--- src/rtl/crtc_regfile_if.sv ---
// CRTC register file bus bundle: the 6545-style CPU port and the pipelined
// Wishbone peripheral port. Signal names keep the register file's pin names so
// the board-level netlist maps one-to-one.
interface crtc_regfile_if #(
  parameter int DATA_WIDTH  = 8,
  parameter int INDEX_WIDTH = 5
) ();

  // CPU (6545-style) bus
  logic                   crtc_clk_en_i;
  logic                   crtc_cs_i;
  logic                   crtc_we_i;
  logic                   crtc_rs_i;
  logic [DATA_WIDTH-1:0]  crtc_data_i;
  logic [DATA_WIDTH-1:0]  crtc_data_o;
  logic                   crtc_data_oe;

  // Pipelined Wishbone slave
  logic [INDEX_WIDTH-1:0] wb_addr_i;
  logic [DATA_WIDTH-1:0]  wb_data_i;
  logic [DATA_WIDTH-1:0]  wb_data_o;
  logic                   wb_we_i;
  logic                   wb_cycle_i;
  logic                   wb_strobe_i;
  logic                   wb_stall_o;
  logic                   wb_ack_o;

  // Register-file side
  modport slave (
    input  crtc_clk_en_i, crtc_cs_i, crtc_we_i, crtc_rs_i, crtc_data_i,
    output crtc_data_o, crtc_data_oe,
    input  wb_addr_i, wb_data_i, wb_we_i, wb_cycle_i, wb_strobe_i,
    output wb_data_o, wb_stall_o, wb_ack_o
  );

  // CPU / MCU side
  modport master (
    output crtc_clk_en_i, crtc_cs_i, crtc_we_i, crtc_rs_i, crtc_data_i,
    input  crtc_data_o, crtc_data_oe,
    output wb_addr_i, wb_data_i, wb_we_i, wb_cycle_i, wb_strobe_i,
    input  wb_data_o, wb_stall_o, wb_ack_o
  );

endinterface

--- src/rtl/crtc_regfile.sv ---
// CRTC timing register file shared by the CPU bus and a pipelined Wishbone
// port. Registers are stored pre-masked, so unimplemented bits always read 0
// on every port and on the flat regs_o vector feeding the timing generator.
// Writes from both ports land at the same clock edge; on a same-register
// collision the CPU value wins. Wishbone reads sample the register at the
// accept edge and return it ACK_LATENCY cycles later.
module crtc_regfile #(
  parameter int NUM_REGS    = 18,
  parameter int DATA_WIDTH  = 8,
  parameter int INDEX_WIDTH = 5,
  parameter int ACK_LATENCY = 1,
  parameter logic [NUM_REGS*DATA_WIDTH-1:0] REG_MASK     = {NUM_REGS*DATA_WIDTH{1'b1}},
  parameter logic [NUM_REGS*DATA_WIDTH-1:0] RESET_VALUES = '0
) (
  input  logic                           wb_clock_i,
  input  logic                           wb_reset_i,
  crtc_regfile_if.slave                  bus,
  output logic [NUM_REGS*DATA_WIDTH-1:0] regs_o,
  output logic [NUM_REGS-1:0]            reg_changed_o
);

  typedef enum logic {
    ST_IDLE,
    ST_WAIT
  } wb_state_t;

  // Counter reload: cycles still to wait after the accept edge.
  localparam logic [2:0] CNT_LOAD = 3'(ACK_LATENCY - 1);

  // Register storage and change pulses
  logic [DATA_WIDTH-1:0]  r_regs [NUM_REGS];
  logic [NUM_REGS-1:0]    r_changed;

  // CPU index register (write-only from the CPU)
  logic [INDEX_WIDTH-1:0] r_index;

  // Wishbone transaction state
  wb_state_t              r_state;
  logic [2:0]             r_cnt;
  logic [DATA_WIDTH-1:0]  r_rdata;
  logic [DATA_WIDTH-1:0]  r_wb_data;
  logic                   r_ack;
  logic                   r_stall;

  // Decoded strobes and read muxes
  logic                   w_cpu_cycle;
  logic                   w_cpu_idx_wr;
  logic                   w_cpu_dat_wr;
  logic                   w_cpu_rd_sel;
  logic                   w_wb_accept;
  logic                   w_wb_wr;
  logic [NUM_REGS-1:0]    w_cpu_hit;
  logic [NUM_REGS-1:0]    w_wb_hit;
  logic [DATA_WIDTH-1:0]  w_cpu_rd_mux;
  logic [DATA_WIDTH-1:0]  w_wb_rd_mux;
  logic [DATA_WIDTH-1:0]  w_wb_capture;

  assign w_cpu_cycle  = bus.crtc_clk_en_i & bus.crtc_cs_i;
  assign w_cpu_idx_wr = w_cpu_cycle & ~bus.crtc_rs_i & bus.crtc_we_i;
  assign w_cpu_dat_wr = w_cpu_cycle &  bus.crtc_rs_i & bus.crtc_we_i;

  // Data-register read is decoded from chip select alone, not the bus strobe,
  // so the CPU sees stable data for the whole access.
  assign w_cpu_rd_sel = bus.crtc_cs_i & bus.crtc_rs_i & ~bus.crtc_we_i & ~wb_reset_i;

  assign w_wb_accept  = (r_state == ST_IDLE) & bus.wb_cycle_i & bus.wb_strobe_i;
  assign w_wb_wr      = w_wb_accept & bus.wb_we_i;

  // Read muxes: an index with no matching register falls through to 0.
  always_comb begin
    // NOTE: every comb output gets a default before the loop, so no path can
    // leave it unassigned and infer a latch.
    w_cpu_rd_mux = '0;
    w_wb_rd_mux  = '0;
    for (int k = 0; k < NUM_REGS; k++) begin
      if (r_index == INDEX_WIDTH'(k))       w_cpu_rd_mux = r_regs[k];
      if (bus.wb_addr_i == INDEX_WIDTH'(k)) w_wb_rd_mux  = r_regs[k];
    end
  end

  // Per-register write hits; out-of-range indices simply match nothing.
  always_comb begin
    w_cpu_hit = '0;
    w_wb_hit  = '0;
    for (int k = 0; k < NUM_REGS; k++) begin
      w_cpu_hit[k] = w_cpu_dat_wr & (r_index == INDEX_WIDTH'(k));
      w_wb_hit[k]  = w_wb_wr & (bus.wb_addr_i == INDEX_WIDTH'(k));
    end
  end

  // Writes return 0 on the Wishbone data bus.
  assign w_wb_capture = bus.wb_we_i ? '0 : w_wb_rd_mux;

  // Register array: reset values, masked writes from both ports, change pulses.
  always_ff @(posedge wb_clock_i) begin
    // NOTE: sequential state uses non-blocking assignments so every register
    // samples the pre-edge values regardless of statement order.
    if (wb_reset_i) begin
      // NOTE: this array is a small bank of flops, not a RAM, so it can carry
      // per-register reset values; a RAM-mapped array must not be reset.
      for (int k = 0; k < NUM_REGS; k++) begin
        r_regs[k] <= RESET_VALUES[k*DATA_WIDTH +: DATA_WIDTH] &
                     REG_MASK[k*DATA_WIDTH +: DATA_WIDTH];
      end
      r_changed <= '0;
    end else begin
      for (int k = 0; k < NUM_REGS; k++) begin
        if (w_cpu_hit[k]) begin
          r_regs[k] <= bus.crtc_data_i & REG_MASK[k*DATA_WIDTH +: DATA_WIDTH];
        end else if (w_wb_hit[k]) begin
          r_regs[k] <= bus.wb_data_i & REG_MASK[k*DATA_WIDTH +: DATA_WIDTH];
        end
      end
      // A collision sets the same bit once; pulses fire even for an
      // unchanged value.
      r_changed <= w_cpu_hit | w_wb_hit;
    end
  end

  // CPU index register, loaded by an address-register write.
  always_ff @(posedge wb_clock_i) begin
    if (wb_reset_i) begin
      r_index <= '0;
    end else if (w_cpu_idx_wr) begin
      r_index <= bus.crtc_data_i[INDEX_WIDTH-1:0];
    end
  end

  // Wishbone FSM: accept in IDLE, count down in WAIT, single-cycle ack with
  // stall held through the ack cycle; dropping cycle aborts without an ack.
  always_ff @(posedge wb_clock_i) begin
    if (wb_reset_i) begin
      r_state   <= ST_IDLE;
      r_cnt     <= '0;
      r_rdata   <= '0;
      r_wb_data <= '0;
      r_ack     <= 1'b0;
      r_stall   <= 1'b0;
    end else begin
      case (r_state)
        ST_IDLE: begin
          r_ack     <= 1'b0;
          r_wb_data <= '0;
          r_stall   <= 1'b0;
          if (w_wb_accept) begin
            r_state <= ST_WAIT;
            r_stall <= 1'b1;
            r_cnt   <= CNT_LOAD;
            r_rdata <= w_wb_capture;
            if (ACK_LATENCY == 1) begin
              r_ack     <= 1'b1;
              r_wb_data <= w_wb_capture;
            end
          end
        end
        ST_WAIT: begin
          if (!bus.wb_cycle_i || r_ack) begin
            r_state   <= ST_IDLE;
            r_ack     <= 1'b0;
            r_wb_data <= '0;
            r_stall   <= 1'b0;
          end else begin
            r_cnt <= r_cnt - 3'd1;
            if (r_cnt == 3'd1) begin
              r_ack     <= 1'b1;
              r_wb_data <= r_rdata;
            end
          end
        end
        default: begin
          r_state <= ST_IDLE;
          r_ack   <= 1'b0;
          r_stall <= 1'b0;
        end
      endcase
    end
  end

  // Flat export to the timing generator; storage is already masked.
  always_comb begin
    regs_o = '0;
    for (int k = 0; k < NUM_REGS; k++) begin
      regs_o[k*DATA_WIDTH +: DATA_WIDTH] = r_regs[k];
    end
  end

  assign reg_changed_o    = r_changed;
  assign bus.crtc_data_o  = w_cpu_rd_sel ? w_cpu_rd_mux : '0;
  assign bus.crtc_data_oe = w_cpu_rd_sel;
  assign bus.wb_data_o    = r_wb_data;
  assign bus.wb_ack_o     = r_ack;
  assign bus.wb_stall_o   = r_stall;

endmodule

--- src/flat_wrapper.sv ---
// flat-port wrapper written by rule: the top's interface ports become plain ports
module crtc_regfile_flat 
#(
  parameter int NUM_REGS    = 18,
  parameter int DATA_WIDTH  = 8,
  parameter int INDEX_WIDTH = 5,
  parameter int ACK_LATENCY = 1,
  parameter logic [NUM_REGS*DATA_WIDTH-1:0] REG_MASK     = {NUM_REGS*DATA_WIDTH{1'b1}},
  parameter logic [NUM_REGS*DATA_WIDTH-1:0] RESET_VALUES = '0
)
  (wb_clock_i, wb_reset_i, regs_o, reg_changed_o, bus_crtc_clk_en_i, bus_crtc_cs_i, bus_crtc_we_i, bus_crtc_rs_i, bus_crtc_data_i, bus_crtc_data_o, bus_crtc_data_oe, bus_wb_addr_i, bus_wb_data_i, bus_wb_we_i, bus_wb_cycle_i, bus_wb_strobe_i, bus_wb_data_o, bus_wb_stall_o, bus_wb_ack_o);
  crtc_regfile_if #(.DATA_WIDTH(DATA_WIDTH), .INDEX_WIDTH(INDEX_WIDTH)) bus_i ();
  input  logic wb_clock_i;
  input  logic wb_reset_i;
  output logic [NUM_REGS*DATA_WIDTH-1:0] regs_o;
  output logic [NUM_REGS-1:0] reg_changed_o;
  input wire logic [$bits(bus_i.crtc_clk_en_i)-1:0] bus_crtc_clk_en_i;
  input wire logic [$bits(bus_i.crtc_cs_i)-1:0] bus_crtc_cs_i;
  input wire logic [$bits(bus_i.crtc_we_i)-1:0] bus_crtc_we_i;
  input wire logic [$bits(bus_i.crtc_rs_i)-1:0] bus_crtc_rs_i;
  input wire logic [$bits(bus_i.crtc_data_i)-1:0] bus_crtc_data_i;
  output wire logic [$bits(bus_i.crtc_data_o)-1:0] bus_crtc_data_o;
  output wire logic [$bits(bus_i.crtc_data_oe)-1:0] bus_crtc_data_oe;
  input wire logic [$bits(bus_i.wb_addr_i)-1:0] bus_wb_addr_i;
  input wire logic [$bits(bus_i.wb_data_i)-1:0] bus_wb_data_i;
  input wire logic [$bits(bus_i.wb_we_i)-1:0] bus_wb_we_i;
  input wire logic [$bits(bus_i.wb_cycle_i)-1:0] bus_wb_cycle_i;
  input wire logic [$bits(bus_i.wb_strobe_i)-1:0] bus_wb_strobe_i;
  output wire logic [$bits(bus_i.wb_data_o)-1:0] bus_wb_data_o;
  output wire logic [$bits(bus_i.wb_stall_o)-1:0] bus_wb_stall_o;
  output wire logic [$bits(bus_i.wb_ack_o)-1:0] bus_wb_ack_o;
  assign bus_i.crtc_clk_en_i = bus_crtc_clk_en_i;
  assign bus_i.crtc_cs_i = bus_crtc_cs_i;
  assign bus_i.crtc_we_i = bus_crtc_we_i;
  assign bus_i.crtc_rs_i = bus_crtc_rs_i;
  assign bus_i.crtc_data_i = bus_crtc_data_i;
  assign bus_crtc_data_o = bus_i.crtc_data_o;
  assign bus_crtc_data_oe = bus_i.crtc_data_oe;
  assign bus_i.wb_addr_i = bus_wb_addr_i;
  assign bus_i.wb_data_i = bus_wb_data_i;
  assign bus_i.wb_we_i = bus_wb_we_i;
  assign bus_i.wb_cycle_i = bus_wb_cycle_i;
  assign bus_i.wb_strobe_i = bus_wb_strobe_i;
  assign bus_wb_data_o = bus_i.wb_data_o;
  assign bus_wb_stall_o = bus_i.wb_stall_o;
  assign bus_wb_ack_o = bus_i.wb_ack_o;
  crtc_regfile #(.NUM_REGS(NUM_REGS), .DATA_WIDTH(DATA_WIDTH), .INDEX_WIDTH(INDEX_WIDTH), .ACK_LATENCY(ACK_LATENCY), .REG_MASK(REG_MASK), .RESET_VALUES(RESET_VALUES)) u_core (.wb_clock_i(wb_clock_i), .wb_reset_i(wb_reset_i), .bus(bus_i), .regs_o(regs_o), .reg_changed_o(reg_changed_o));
endmodule
--- config.mk ---
export PLATFORM = sky130hd
export DESIGN_NAME = crtc_regfile_flat
export DESIGN_NICKNAME = d
export VERILOG_FILES = /design/src/rtl/crtc_regfile_if.sv /design/src/rtl/crtc_regfile.sv /design/src/flat_wrapper.sv
export SDC_FILE = /design/constraint.sdc
export NUM_CORES = 1
export LEC_CHECK = 0
export BUFFER_PORTS_ARGS = -buffer_cell sky130_fd_sc_hd__clkbuf_2
export CAP_MARGIN = 25
export CORE_UTILIZATION = 45
export DETAILED_ROUTE_END_ITERATION = 10
export HOLD_SLACK_MARGIN = 0.08
export PLACE_DENSITY_LB_ADDON = 0.25
export SYNTH_ARGS = -nofsm -noshare
export SYNTH_HDL_FRONTEND = slang
export SYNTH_SLANG_ARGS = --single-unit
export TNS_END_PERCENT = 100
--- constraint.sdc ---
create_clock -name wb_clock_i -period 5.8 [get_ports wb_clock_i]
set_input_delay 0 -clock wb_clock_i [delete_from_list [all_inputs] [get_ports wb_clock_i]]
set_output_delay 0 -clock wb_clock_i [all_outputs]
set_load 0.05 [all_outputs]
### Yosys cells after proc, flatten, opt, wreduce, memory -nomap -nowiden

Memory sizes are Yosys's and may differ from the RTL's.
Index checks and enable logic that the tools add are counted.

* input port bits: 30
* memories kept: 1
* word-level logic and storage cells: 360
* output and inout bits: 181
* memory bits (writable): 144
* bits in registers: 45

* multiplexer cells: 217
* bitwise gates (word level): 88
* reductions and logical operators: 6
* add/subtract/negate cells: 1
* eq/ne operators: 39

Memory list
* u_core.r_regs: depth 18, bits a word 8, rd ports 18, clocked after Yosys merged registers in 0, write ports 18, RTL line crtc_regfile.sv:31 `logic [DATA_WIDTH-1:0] r_regs [NUM_REGS];`

Operator list (number)
* $mux 8: 77
* $mux 1: 133
* $eq 5x4->1 const B: 16
* $and 1x1->1: 47
* $eq 5x3->1 const B: 8
* $or 1x1->1: 36
* $eq 5x2->1 const B: 4
* $eq 5x5->1 const B: 4
* $or 18x18->18: 1
* $pmux 8 s2: 1
* $eq 5x1->1 const B: 2
* $logic_not 5->1: 2
* $mux 3: 2
* $pmux 1 s2: 3
* $pmux 3 s2: 1
* $ne 2x2->1 const B: 2
* $not 1->1: 4
* $reduce_and 2->1: 2
* $eq 3x1->1 const B: 1
* $ne 3x3->1 const B: 1
* $sub 3x1->3 const B: 1
* $ne 2x1->1 const B: 1
* $logic_not 1->1: 1
* $logic_or 1x1->1: 1

### Depth between registers and ports, before layout

Gate-level depths: netlist (run 1).

* word-level depth: 22
* gate-level depth with buffers: 9
* depth with buffers taken out: 6

### Least setup slack after synthesis (run 1)

No wires, ideal clock.

* path type: input to output
* from: in bus_crtc_we_i
* to: out bus_crtc_data_o[7]
* stages: 3
* arrival: 3.027 ns
* setup slack: 2.773 ns
* required time: 5.800 ns
* path buffers: 0
* cells stage by stage: nor3_1 -> o21ai_0 -> a211oi_1

* longest elaborated chain between the ends: 4

Ends and longest elaborated chain
* from (decl): RTL line flat_wrapper.sv:19 `input wire logic [$bits(bus_i.crtc_we_i)-1:0] bus_crtc_we_i;`
* $not 1->1: RTL line crtc_regfile.sv:64 `assign w_cpu_rd_sel = bus.crtc_cs_i & bus.crtc_rs_i & ~bus.crtc_we_i & ~wb_reset_i;`
* $and 1x1->1 (2 in a row): RTL line crtc_regfile.sv:64
* $mux 8: RTL line crtc_regfile.sv:188 `assign bus.crtc_data_o = w_cpu_rd_sel ? w_cpu_rd_mux : '0;`
* to (decl): RTL line flat_wrapper.sv:22 `output wire logic [$bits(bus_i.crtc_data_o)-1:0] bus_crtc_data_o;`

No other way between the ends.

### Worst setup path in the final report (run 1)

* from: reg u_core.r_index[0]
* to: out bus_crtc_data_o[5]

* longest elaborated chain between the ends: 20
* elaborated cells on any way between the ends: 37
* classes of those cells: 17 x eq/ne; 19 x mux; 1 x reduce/logical

Ends and longest elaborated chain
* from (decl): RTL line crtc_regfile.sv:35 `logic [INDEX_WIDTH-1:0] r_index;`
* from (signal assigned): RTL line crtc_regfile.sv:125 `r_index <= bus.crtc_data_i[INDEX_WIDTH-1:0];`
* $logic_not 5->1: RTL line crtc_regfile.sv:76 `if (r_index == INDEX_WIDTH'(k)) w_cpu_rd_mux = r_regs[k];`
* $mux 8 (17 in a row): RTL line crtc_regfile.sv:76
* $mux 8 *: RTL line crtc_regfile.sv:76
* $mux 8 *: RTL line crtc_regfile.sv:188

Mark *: on every way between the ends. The rest lies on a longest branch, timed or not.

==> impl_results.md, run 1 <==
- Status: completed
- IO buf count: 210
- WL final: 52700 µm
- Clk sink count: 189
- Layout area overhead: 13.5%
- Final setup vio count: 0
- Layout cells sized above 1: 22.0%
- Post-Synthesis Cell Area: 11900 µm²
- Via Count: 12300
- Post-route ant nets: 0
- Hold crit path type: in -> reg
- Core area: 26000 µm²
- Final setup margin: 2.14 ns
- Final core occ: 52.0%
- Post-Syn Area per Cell: 9.09 µm²
- Largest net degree at the start of global routing: 78
- Max cap viols: 0
- Final min period: 3.66 ns
- Final Skew: 0.0153 ns
- # rows: 59
- Max stage delay cell, worst path: dfxtp_2
- Via/cell ratio: 6.93
- Clock Latency Late Sink: 0.45 ns
- Post-synth EDFFs: 144
- Starting Density: 45.8%
- GR Overflow Total: 0
- Critical path peak fanout: 29
- Initial antenna violation count: 0
- CP arrival: 3.66 ns
- VDD IR max: 145 µV
- Post-cts resize count: 0
- RSZ-0062 raised after global routing: no
- I/O Pins: 211
- Setup bufs post-CTS: 0
- RD Place Congestion: 1.04
- Slew @ Worst Pin: 1.14 ns
- N_diodes: 0
- Slew headroom: 23.3%
- Final hold slack: 0.0993 ns
- Leak Pwr: 4.93 nW
- Pwr/cell area: 237 nW/µm²
- Sequential share of the synthesized area: 43.9%
- Ranking of synthesized cells by area: edfxtp_1 (36%), dfxtp_1 (7.6%), a21oi_1 (5.2%)
- F_max: 274 MHz
- Yosys warnings: 0
- TritonCTS Buffers: 17
- Synthesized Nets: 1340
- Critical path type: reg -> out
- DR pass1 iterations: 8
- Worst EP required: 5.80 ns
- FF-to-FF Start: u_core.r_index[1]
- Crit path top cell by count: nand2_1
- Asr flop ratio synth: 0%
- DPL Wire Length: 37300 µm
- Final Power: 3.20 mW
- Most frequent cell after synthesis: edfxtp_1
- Final net count: 1463
- Commonest cells post-synth: edfxtp_1 (144), nand2_1 (132), nor2_1 (130), a21oi_1 (123), nand3_1 (112)
- Chip height: 165 µm
- Vias in the first global route: 11000
- Commonest register cell after synthesis: edfxtp_1
- Total track usage: 38.6%
- Clock-pin slew on the worst setup and hold paths: 0.08 ns
- Synth Register Bits: 189
- Routed WL per cell: 29.6 µm
- CTS tree: built
- CTS max path bufs: 2
- H-tree depth: 4
- Crit path launch: u_core.r_index[0]
- Setup_tns: 0 ns
- Starting DRT DRC Count: 2085
- Crit start category: flop
- Yosys top cell by area: edfxtp_1
- Critical path cell sequence: buf_4, nand2_1, nor2_1, nand2_1, o221ai_1, a211oi_1, nor3_1, clkbuf_2
- Drc violations: 0
- Clk root buf: clkbuf_16
- Post-synth cell types: 91
- Share of the clock period used by the worst path: 63.0%
- Hold path start: wb_reset_i
- Fin. max-slew vios: 0
- Fin. Hold Viols: 0
- Max incr delay on CP: 0.86 ns
- Crit. End Element: primary output
- Mapped Cells: 1308
- Die W: 165 µm
- Dpl ws: 2.66 ns
- Fillers: 2513
- Die area: 27100 µm²
- First-pass GRT wire length: 74600 µm
- Synth top area share: 36.4%
-- worst max-delay path, delay by kind of cell, from the launching register on --
kind	cells	cell delay, ns
AND/OR/NAND/NOR	4	1.25
AO/OA/AOI/OAI	2	0.28
flip-flops	1	0.86
buffers and inverters	2	0.81
-- power by group --
group / leakage, nW / switching, mW / internal [mW]
Sequential: 1.89 / 0.0644 / 1.49
Clock: 0.275 / 0.606 / 0.569
Combinational: 2.77 / 0.368 / 0.101
-- cell usage in the layout (no fill, tap or decap), types with 10 or more instances in the layout --
cell       count
nor2b_1       12
and3_1        11
o211ai_1      11
inv_1         16
clkbuf_16     17
mux2i_1       29
a211oi_1      10
or3_1         13
o22ai_1       13
and3b_1       12
o21ai_0       49
edfxtp_1     144
o221ai_1      10
a21oi_1      123
clkbuf_2     210
buf_4         13
a31oi_1       12
nor3_1        23
a22oi_1       27
nand2_1      132
nor2_1       130
nand2b_1      19
a22o_1        50
nand3_1      112
dfxtp_1       43
-- per-stage QoR --
stage	cell area, µm²	std cells
finish	13500	1779
global route	13500	1779
CTS	13500	1776
detailed placement	12900	1741
global placement	12900	1739
floorplan	11900	1308
-- kinds of logic (layout without fill, tap and decap cells) --
| family | after synthesis | in the layout | share of synthesized area (%) |
|---|---|---|---|
| xor+xnor | 1 | 1 | 0.0737 |
| mux | 46 | 46 | 4.81 |
| fa+ha+maj | 2 | 2 | 0.210 |
| buf+inv | 142 | 278 | 5.38 |
| flops | 189 | 189 | 43.9 |
| simple gates | 538 | 538 | 23.2 |
| compound gates | 390 | 390 | 22.4 |
-- layer usage --
metal / vias up / GRT usage [%] / wire length, µm
met3: 176 / 9.94 / 7250
met4: 0 / 16.0 / 2330
li1: 5177 / - / -
met5: - / 0 / 0
met2: 1046 / 56.1 / 22500
met1: 5938 / 54.1 / 20600
-- repair_timing --
action | in CTS | in global routing
setup endpoints to repair | 0 | 0
hold buffers | 3 | 0
hold endpoints to repair | 5 | 0
-- area by class of cell --
cell class	instances	area, µm²	area share [%]
clock buffers	19	433	3.21
clock inverters	13	125	0.927
inverters	18	67.6	0.501
multi-input cells	977	6030	44.7
flip-flops and latches	189	5230	38.7
well taps	335	419	3.11
repair buffers	228	1200	8.87
-- state kept, by name, indices dropped and copies added (netlist names) --
signal / cells
u_core.bus.wb_ack_o: 1
u_core.bus.wb_data_o: 8
u_core.bus.wb_stall_o: 1
u_core.r_cnt: 3
u_core.r_index: 5
u_core.r_rdata: 8
u_core.r_regs: 144
u_core.r_state: 1
u_core.reg_changed_o: 18
-- final timing paths --
| check | cells after the start | slack (ns) | to |
|---|---|---|---|
| hold / removal | 2 | 0.1 | u_core.r_cnt[0] |
| setup reg to reg | 6 | 2.52 | u_core.r_regs[0][11] |
| setup / recovery | 8 | 2.14 | bus_crtc_data_o[5] |
| hold reg to reg | 2 | 0.46 | u_core.r_rdata[1] |
Power figures use the tool's default switching activity.
==> run 2, diff against run 1 <==
==> constraint.sdc (replaced) <==
create_clock -name wb_clock_i -period 3.5 [get_ports wb_clock_i]
set_input_delay 0 -clock wb_clock_i [delete_from_list [all_inputs] [get_ports wb_clock_i]]
set_output_delay 0 -clock wb_clock_i [all_outputs]
set_load 0.05 [all_outputs]
==> run 2 against run 1 <==
Effect of this change: wire length is 7.4% higher; combinational power is 71% higher; via count is 2.4% higher; clock-buffer cell count is 1 lower; power is 70% higher; critical path type unchanged; critical endpoint is now bus_crtc_data_o[3]; largest power group unchanged.
==> impl_results.md, run 2 (synthesis gave the netlist of run 1 again) <==
- Status: completed
- Final net count: 1505
- Initial antenna violation count: 1
- GR Overflow Total: 0
- Largest Register: u_core.r_regs
- Final setup vio count: 0
- Clk sink count: 189
- H-tree depth: 4
- Via Count: 12600
- Clock-pin slew on the worst setup and hold paths: 0.09 ns
- Starting DRT DRC Count: 2052
- CTS max path bufs: 2
- WL final: 56600 µm
- Core area: 26000 µm²
- Max stage delay cell, worst path: dfxtp_2
- Fillers: 2409
- TritonCTS Buffers: 17
- Int Pwr: 3.67 mW
- Hold crit path type: in -> reg
- RD Place Congestion: 1.08
- Pwr/cell area: 393 nW/µm²
- Setup bufs post-CTS: 0
- Max incr delay on CP: 0.71 ns
- CP arrival: 3.26 ns
- VDD IR max: 255 µV
- Final min period: 3.26 ns
- Post-cts resize count: 0
- Fin. Hold Viols: 0
- Cell family with the largest share of critical-path delay: compound AO/OA/AOI/OAI gates
- Die W: 165 µm
- RR Endpoint: u_core.r_regs[0][8]
- Final core occ: 53.3%
- R2R setup slack: 0.47 ns
- Critical path cell sequence: buf_4, a211oi_1, a2111oi_0, a211oi_1, a222oi_1, o31a_1, clkbuf_2
- Crit. End Element: primary output
- F_max: 307 MHz
- Design area: 13800 µm²
- Seq pwr share: 47.5%
- Routed WL per cell: 31.1 µm
- Fin. max-slew vios: 0
- N_diodes: 0
- Final Skew: 0.0148 ns
- FF-to-FF Start: u_core.r_index[0]
- Max cap viols: 0
- Starting Density: 45.8%
- I/O Pins: 211
- Psw: 1.77 mW
- Commonest non-fill, non-tap cell in the layout: clkbuf_2
- RSZ-0062 raised after global routing: no
- Post-route ant nets: 0
- Total track usage: 41.6%
- Drc violations: 0
- Most frequent cells in the layout: clkbuf_2 (209), edfxtp_1 (144), nand2_1 (132)
- Die area: 27100 µm²
- Vias in the first global route: 11400
- First-pass GRT wire length: 79900 µm
- Share of the clock period used by the worst path: 93.1%
- Slew headroom: 23.0%
- Layout cells sized above 1: 24.2%
- Worst setup path endpoint: bus_crtc_data_o[3]
- Clock power share: 37.8%
- IO buf count: 210
- Path depth of the worst reg2reg path: 5
- Crit path top cell by count: a211oi_1
- Clock Latency Late Sink: 0.45 ns
- Critical path type: reg -> out
- Crit start category: flop
- DR pass1 iterations: 6
- DPL Wire Length: 40900 µm
- CP Buf/Inv Count: 2
- Max FFs per register: 144
- Layout area overhead: 16.4%
- Sw Share: 32.6%
- # rows: 59
- Chip height: 165 µm
- Clk root buf: clkbuf_16
- CTS tree: built
- Crit path launch: u_core.r_index[0]
- Critical path peak fanout: 18
- Placed Instance Area: 13200 µm²
- Largest net degree at the start of global routing: 62
- Worst EP required: 3.50 ns
- Setup_tns: 0 ns
- Slew @ Worst Pin: 1.15 ns
- Via/cell ratio: 6.94
- Worst path depth: 7
- Comb pwr share: 14.8%
- Leak Pwr: 5.17 nW
[run 2: cell count changes in the layout (fill, tap and decap cells not counted), sizes merged]
| cell | delta |
|---|---|
| clkbuf | -3 |
| dlygate4sd3 | +1 |
| buf | +44 |
| bufinv | +1 |
| clkinv | -2 |
| clkdlybuf4s15 | -1 |
| inv | +2 |
[run 2: worst min-delay path by stage]
stage / startpoint / to / slack [ns] / cells past startpoint
floorplan: wb_reset_i / bus_crtc_data_oe / 0.24 / 1
global placement: bus_crtc_we_i / bus_crtc_data_oe / 0.40 / 3
detailed placement: bus_crtc_we_i / bus_crtc_data_oe / 0.41 / 3
CTS: bus_crtc_data_i[7] / u_core.r_regs[0][111] / 0.25 / 3
global route: bus_crtc_data_i[7] / u_core.r_regs[0][111] / 0.29 / 3
finish: bus_crtc_data_i[7] / u_core.r_regs[0][111] / 0.31 / 3
[run 2: metal layers]
| layer | GRT usage (%) | vias up | share of wire [%] |
|---|---|---|---|
| li1 | - | 5257 | - |
| met1 | 59.4 | 6112 | 40 |
| met2 | 60.6 | 1112 | 43 |
| met3 | 10.1 | 154 | 13 |
| met4 | 15.9 | 0 | 3.9 |
| met5 | 0 | - | 0 |
[run 2: worst register-to-register path, stage by stage (launching register included)]
cell and delay [ns]:
dfxtp_2 0.71, buf_4 0.36, nand3_1 0.40, nor2_1 0.72
inv_1 0.14, nand3b_1 0.38
[run 2: power groups by stage]
stage / clock network, mW / registers (mW) / logic (mW)
detailed placement: 0 / 2.62 / 0.772
global route: 2.13 / 2.58 / 0.828
floorplan: 0 / 2.76 / 0.342
global placement: 0 / 2.62 / 0.769
finish: 2.05 / 2.58 / 0.803
CTS: 2.04 / 2.57 / 0.778
[run 2: layout make-up]
cell class	count	area (µm²)	area share (%)
Multi-Input combinational cell	977	6030	43.5
Timing Repair Buffer	270	1520	11.0
Sequential cell	189	5230	37.8
Tap cell	335	419	3.03
Inverter	18	67.6	0.488
Clock buffer	18	429	3.10
Clock inverter	14	151	1.09
[run 2: per-stage QoR]
| stage | power, mW | worst slack (ns) | instances | hold WS, ns |
|---|---|---|---|---|
| after CTS | 5.39 | 0.357 | 1819 | 0.255 |
| final | 5.44 | 0.243 | 1821 | 0.308 |
| after global placement | 3.39 | 0.632 | 1782 | 0.399 |
| after global routing | 5.53 | 0.0471 | 1821 | 0.293 |
| after floorplan | 3.10 | 0.473 | 1308 | 0.240 |
| after detailed placement | 3.39 | 0.623 | 1783 | 0.408 |
[run 2: timing repair]
item / 4_1_cts / 5_1_grt
endpoints found under the setup margin: 0 / 0
hold buffers: 4 / 0
endpoints found under the hold margin: 19 / 0
